### src/rtl/slt_pkg.sv
`default_nettype none
// ============================================================================
//  Module   : slt_pkg
//  Brief    : Shared op/state encodings and sizing helpers for the digit-serial
//             compare unit.
//  Revision : 1.0 - initial release
// ============================================================================
package slt_pkg;

  // Compare modes
  localparam logic [1:0] OP_SLT  = 2'b00;
  localparam logic [1:0] OP_SLTU = 2'b01;
  localparam logic [1:0] OP_SEQ  = 2'b10;
  localparam logic [1:0] OP_SLE  = 2'b11;

  // Controller states
  localparam logic [1:0] ST_IDLE = 2'd0;
  localparam logic [1:0] ST_CMP  = 2'd1;
  localparam logic [1:0] ST_DONE = 2'd2;

  // Number of digit steps needed to cover the operand
  function automatic int calc_nsteps(input int width, input int digit);
    return width / digit;
  endfunction

  // Step counter width; at least one bit even for a single-step compare
  function automatic int calc_cnt_w(input int width, input int digit);
    int n;
    n = width / digit;
    return (n < 2) ? 1 : $clog2(n);
  endfunction

  // Signed modes bias the sign bit so an unsigned compare orders them correctly
  function automatic logic is_signed_op(input logic [1:0] op);
    return (op == OP_SLT) || (op == OP_SLE);
  endfunction

  // Map the final less/greater flags to the set-style outcome bit
  function automatic logic set_result(input logic [1:0] op, input logic lt,
                                      input logic gt);
    logic res;
    case (op)
      OP_SLT, OP_SLTU: res = lt;
      OP_SEQ:          res = !lt && !gt;
      default:         res = lt || (!lt && !gt);
    endcase
    return res;
  endfunction

endpackage
`default_nettype wire

### src/rtl/slt_digit_cmp.sv
`default_nettype none
// ============================================================================
//  Module   : slt_digit_cmp
//  Brief    : Combinational unsigned compare of one DIGIT-bit digit pair.
//  Revision : 1.0 - initial release
// ============================================================================
module slt_digit_cmp #(
  parameter int DIGIT = 4
) (
  input  logic [DIGIT-1:0] a,
  input  logic [DIGIT-1:0] b,
  output logic             lt,
  output logic             gt
);

  // Plain magnitude compare; sign handling is done by the parent
  always_comb begin
    lt = (a < b);
    gt = (a > b);
  end

endmodule
`default_nettype wire

### src/rtl/slt_seq.sv
`default_nettype none
// ============================================================================
//  Module   : slt_seq
//  Brief    : Digit-serial SLT/SLTU/SEQ/SLE compare unit, MSB digit first,
//             with valid/ready handshakes on request and result.
//  Revision : 1.0 - initial release
// ============================================================================
module slt_seq
  import slt_pkg::*;
#(
  parameter int WIDTH      = 32,
  parameter int DIGIT      = 4,
  parameter int EARLY_EXIT = 0
) (
  input  logic             clk,
  input  logic             rst_n,
  input  logic             in_valid,
  output logic             in_ready,
  input  logic [1:0]       op,
  input  logic [WIDTH-1:0] A,
  input  logic [WIDTH-1:0] B,
  output logic             out_valid,
  input  logic             out_ready,
  output logic [WIDTH-1:0] R,
  output logic             busy
);

  localparam int NSTEPS = calc_nsteps(WIDTH, DIGIT);
  localparam int CNT_W  = calc_cnt_w(WIDTH, DIGIT);
  localparam logic [CNT_W-1:0] LAST_CNT = CNT_W'(NSTEPS - 1);
  localparam logic [WIDTH-1:0] MSB_MASK = {1'b1, {(WIDTH-1){1'b0}}};

  logic [1:0]       state_q, state_d;
  logic [WIDTH-1:0] a_q, a_d, b_q, b_d;
  logic [1:0]       op_q, op_d;
  logic [CNT_W-1:0] cnt_q, cnt_d;
  logic             lt_q, lt_d, gt_q, gt_d;
  logic             res_q, res_d;
  logic [WIDTH-1:0] a_shl, b_shl;
  logic             digit_lt, digit_gt;

  // Operands shift left one digit per step so the current digit is always on top
  generate
    if (NSTEPS > 1) begin : g_shift
      assign a_shl = {a_q[WIDTH-DIGIT-1:0], {DIGIT{1'b0}}};
      assign b_shl = {b_q[WIDTH-DIGIT-1:0], {DIGIT{1'b0}}};
    end else begin : g_no_shift
      assign a_shl = '0;
      assign b_shl = '0;
    end
  endgenerate

  slt_digit_cmp #(.DIGIT(DIGIT)) u_digit_cmp (
    .a  (a_q[WIDTH-1 -: DIGIT]),
    .b  (b_q[WIDTH-1 -: DIGIT]),
    .lt (digit_lt),
    .gt (digit_gt)
  );

  // Next-state logic: capture, digit walk with sticky first-difference flags, hand-off
  always_comb begin
    state_d = state_q;
    a_d     = a_q;
    b_d     = b_q;
    op_d    = op_q;
    cnt_d   = cnt_q;
    lt_d    = lt_q;
    gt_d    = gt_q;
    res_d   = res_q;
    case (state_q)
      ST_IDLE: begin
        if (in_valid) begin
          // Sign bit is flipped once at capture; it lands in the first digit compared
          a_d     = is_signed_op(op) ? (A ^ MSB_MASK) : A;
          b_d     = is_signed_op(op) ? (B ^ MSB_MASK) : B;
          op_d    = op;
          lt_d    = 1'b0;
          gt_d    = 1'b0;
          cnt_d   = '0;
          state_d = ST_CMP;
        end
      end
      ST_CMP: begin
        a_d   = a_shl;
        b_d   = b_shl;
        cnt_d = cnt_q + 1'b1;
        // Only the most significant differing digit decides the order
        if (!lt_q && !gt_q) begin
          lt_d = digit_lt;
          gt_d = digit_gt;
        end
        if ((cnt_q == LAST_CNT) || ((EARLY_EXIT != 0) && (lt_d || gt_d))) begin
          state_d = ST_DONE;
          res_d   = set_result(op_q, lt_d, gt_d);
        end
      end
      ST_DONE: begin
        if (out_ready) begin
          state_d = ST_IDLE;
        end
      end
      default: state_d = ST_IDLE;
    endcase
  end

  // State and datapath registers; reset aborts any operation in flight
  always_ff @(posedge clk or negedge rst_n) begin
    if (!rst_n) begin
      state_q <= ST_IDLE;
      a_q     <= '0;
      b_q     <= '0;
      op_q    <= '0;
      cnt_q   <= '0;
      lt_q    <= 1'b0;
      gt_q    <= 1'b0;
      res_q   <= 1'b0;
    end else begin
      state_q <= state_d;
      a_q     <= a_d;
      b_q     <= b_d;
      op_q    <= op_d;
      cnt_q   <= cnt_d;
      lt_q    <= lt_d;
      gt_q    <= gt_d;
      res_q   <= res_d;
    end
  end

  assign in_ready  = (state_q == ST_IDLE);
  assign out_valid = (state_q == ST_DONE);
  assign busy      = (state_q != ST_IDLE);
  assign R         = {{(WIDTH-1){1'b0}}, res_q};

endmodule
`default_nettype wire

### config.mk
export PLATFORM = sky130hd
export DESIGN_NAME = slt_seq
export DESIGN_NICKNAME = d
export VERILOG_FILES = /design/src/rtl/slt_pkg.sv /design/src/rtl/slt_digit_cmp.sv /design/src/rtl/slt_seq.sv
export SDC_FILE = /design/constraint.sdc
export NUM_CORES = 1
export LEC_CHECK = 0
export ABC_CLOCK_PERIOD_IN_PS = 2500
export CAP_MARGIN = 40
export CORE_UTILIZATION = 47
export CTS_CLUSTER_DIAMETER = 30
export DETAILED_ROUTE_END_ITERATION = 8
export GPL_TIMING_DRIVEN = 0
export PLACE_DENSITY = 0.83
export RECOVER_POWER = 50
export SLEW_MARGIN = 25
export SYNTH_ARGS = -nofsm -noshare
export SYNTH_HDL_FRONTEND = slang
export SYNTH_SLANG_ARGS = --single-unit
export TNS_END_PERCENT = 20
### constraint.sdc
create_clock -name clk -period 2.5 [get_ports clk]
set_clock_uncertainty 0.2 [all_clocks]
set_input_delay 0.5 -clock clk [delete_from_list [all_inputs] [get_ports clk]]
set_output_delay 0.5 -clock clk [all_outputs]
set_load 0.1 [all_outputs]
==> impl_metrics.yaml <==
placement:
  pre_cts_ws_ps: 225
  routabilityCongestion: 0.749
  place_hpwl_um: 5930
  port_buffers: 73
  dpl_cell_area_um2: 4600
  numPlacedInstances: 582
floorplanning:
  coreArea_um2: 7290
  rows: 31
  num_io_pins: 105
  die_area_um2: 7900
  start_util: 0.486
  die_y_um: 88.9
  fp.dieW_um: 88.9
detailed_routing:
  via_per_inst: 5.03
  drtPass1Iterations: 4
  wire_per_inst_um: 13.7
  wirelength_um: 8220
  drt_iter0_drc: 194
  drtAntennaViolNets: 0
  route.detailed.drc: 0
  via_count: 3016
timing:
  fin_hold_ws_ps: 279
  fin_crit_ps: 2400
  setup_tns_ps: 0
  relSlewSlack: 0.339
  setup_ws_ps: 103
  setup_violations: 0
  max_clock_freq_mhz: 417
  drv_slew: 0
  hold_viol: 0
  worstMarginPinSlew_ps: 991
  rsz0062_at_grt: "no"
  post-route-period-util: 0.959
power_and_ir_drop:
  irDropWorstVdd_mv: 1.08
  pwr-share-clk: 0.184
  powerDensity_nw_per_um2: 1210
  comb_power_share: 0.461
  power_leakage_uw: 0.00235
  intPower_uw: 3480
  p_sw_frac: 0.408
  p_sw_uw: 2400
  p_seq_frac: 0.355
logic_synthesis:
  synth_xor_area_frac: 0.00741
  synth_top_family_by_area: "simple AND/OR/NAND/NOR gates"
  synth_edf_count: 0
  yosys.cell_types.count: 34
  syn-cell-area_um2: 3550
  yosys_warnings: 0
  synth_compound_area_frac: 0.143
  synth_top_flop_cell: "dfrtp_1"
  syn_area_per_cell_um2: 9.46
  syn_inst: 375
  muxShareOfSynthArea: 0
  ys_seq_area_frac: 0.522
  ys_async_sr_fraction: 1.00
  synth_fa_ha_area_frac: 0.0212
  ys_ff_latch: 74
  synthSimpleGateAreaFrac: 0.188
clock_tree:
  cts_buffers: 9
  cts_tree: "yes"
  clockBufferDepth: 2
  cts_max_level: 3
  root_buffer: "clkbuf_8"
  clock_latency_ps: 350
  cts_sinks: 74
  clk_pin_slew_ps: 70
critical_path:
  worstRegToRegCells: 6
  crit_end: "busy"
  reg2reg_to: "a_q[23]"
  crit_path_start_kind: "flop"
  critical_path_arrival_ps: 1700
  r2r_start: "state_q[0]"
  path_class: "reg -> out"
  path_max_fanout: 3
  crit_path_start: "state_q[0]"
  endpoint_kind: "primary output"
  worstPathRequired_ps: 1800
  ff2ff_setup_slack_ps: 520
global_route:
  antenna_found_initial: 0
  grt_max_degree: 42
  met2_usage: 0.373
  grtUsageMet1: 0.271
  grtUsageTotal: 0.217
  grt_pass1_vias: 2857
  grtUsageMet3: 0.0429
  grt_pass1_wl_um: 12900
  overflow: 0
  top_usage_layer: "met2"
layout:
  fillers: 575
  multiInputGateArea_um2: 1390
  seq_area_um2: 1850
  nets: 572
  final_cell_area_um2: 4840
  drive_above_1_share: 0.164
  antenna_cells: 0
  area_growth_pct: 36.6
  fin_cells: 600
hold_path:
  hp-class: "reg -> reg"
  whs_path_depth: 2
status:
  status: "finished, final reports clean"
job:
  cap_viol_max_count: 0
-- worst min-delay path by stage --
stage	startpoint	end
floorplan	rst_n	a_q[0]
global placement	op_q[0]	op_q[0]
detailed placement	b_q[21]	b_q[21]
CTS	b_q[7]	b_q[7]
global route	b_q[15]	b_q[15]
finish	b_q[11]	b_q[11]
-- synthesized netlist by cell type (all sizes together) (2+ instances only) --
cell    count  area share
a22oi      29       0.061
buf        51        0.11
clkbuf      4      0.0042
dfrtp      74        0.52
ha          6       0.021
inv         6      0.0064
nand2      83       0.092
nand2b      3      0.0053
nand3      13       0.018
nor2       52       0.056
nor2b       2      0.0035
o21ai       7      0.0099
o22ai      26       0.051
or2         3      0.0053
xnor2       3      0.0074
-- layout make-up --
cell class	count	share of cell area
Buffer	55	0.0801
Clock buffer	12	0.0341
Clock inverter	4	0.0150
Inverter	6	0.00465
Multi-Input combinational cell	270	0.288
Sequential cell	74	0.382
Tap cell	99	0.0256
Timing Repair Buffer	80	0.171
-- registers in the layout (all words and copies together), names as in the netlist --
name     count
op_q         2
res_q        1
b_q         32
a_q         32
gt_q         1
cnt_q        3
state_q      2
lt_q         1
-- placed cells by master, fill, tap and decap left out, drive strengths merged, types with 2 or more instances in the layout --
cell type / Yosys / routed
nand2: 83 / 83
dfrtp: 74 / 74
clkdlybuf4s50: 0 / 71
buf: 51 / 56
nor2: 52 / 52
conb: 1 / 31
a22oi: 29 / 29
o22ai: 26 / 26
clkbuf: 4 / 19
nand3: 13 / 13
o21ai: 7 / 7
inv: 6 / 6
ha: 6 / 6
or2: 3 / 3
nand2b: 3 / 3
xnor2: 3 / 3
nor2b: 2 / 2
bufinv: 0 / 2
-- stage by stage --
| stage | utilization | power [uW] |
|---|---|---|
| 2_1_floorplan | - | 4020 |
| 3_3_place_gp | 0.619 | 4550 |
| 3_5_place_dp | 0.631 | 4770 |
| 4_1_cts | 0.667 | 5890 |
| 5_1_grt | 0.664 | 6270 |
| 6_report | 0.664 | 5880 |
-- routing by layer --
layer	share of wire	wire, um
met2	0.51	4200
met5	0	0
met4	0.019	157
met1	0.41	3400
met3	0.056	464
-- cells by family (layout without fill, tap and decap cells) --
| kind of cell | after synthesis | after routing |
|---|---|---|
| simple gates | 159 | 159 |
| xor+xnor | 3 | 3 |
| flops | 74 | 74 |
| buf+inv | 61 | 157 |
| compound gates | 71 | 71 |
| fa+ha+maj | 6 | 6 |
| other cells | 1 | 31 |
-- critical path, stage by stage (launching register included) --
cell             delay [ps]
dfrtp_1                 390
or2_2                   310
clkdlybuf4s50_1         470
buf_8                   190
-- what timing repair did --
item                                   CTS  global route
gates resized for setup                  1             0
setup endpoints to repair                1             0
hold buffers                             1             0
setup buffers                            2             0
endpoints found under the hold margin   40             0
-- power by group through the flow --
| stage | clock network, uW | logic, uW | registers, uW |
|---|---|---|---|
| after floorplan | 0 | 2010 | 2010 |
| after CTS | 1090 | 2720 | 2080 |
| final | 1080 | 2710 | 2090 |
| after global routing | 1140 | 2990 | 2150 |
| after global placement | 0 | 2470 | 2070 |
| after detailed placement | 0 | 2660 | 2110 |
Note: power is estimated with default switching activity, not from simulation.
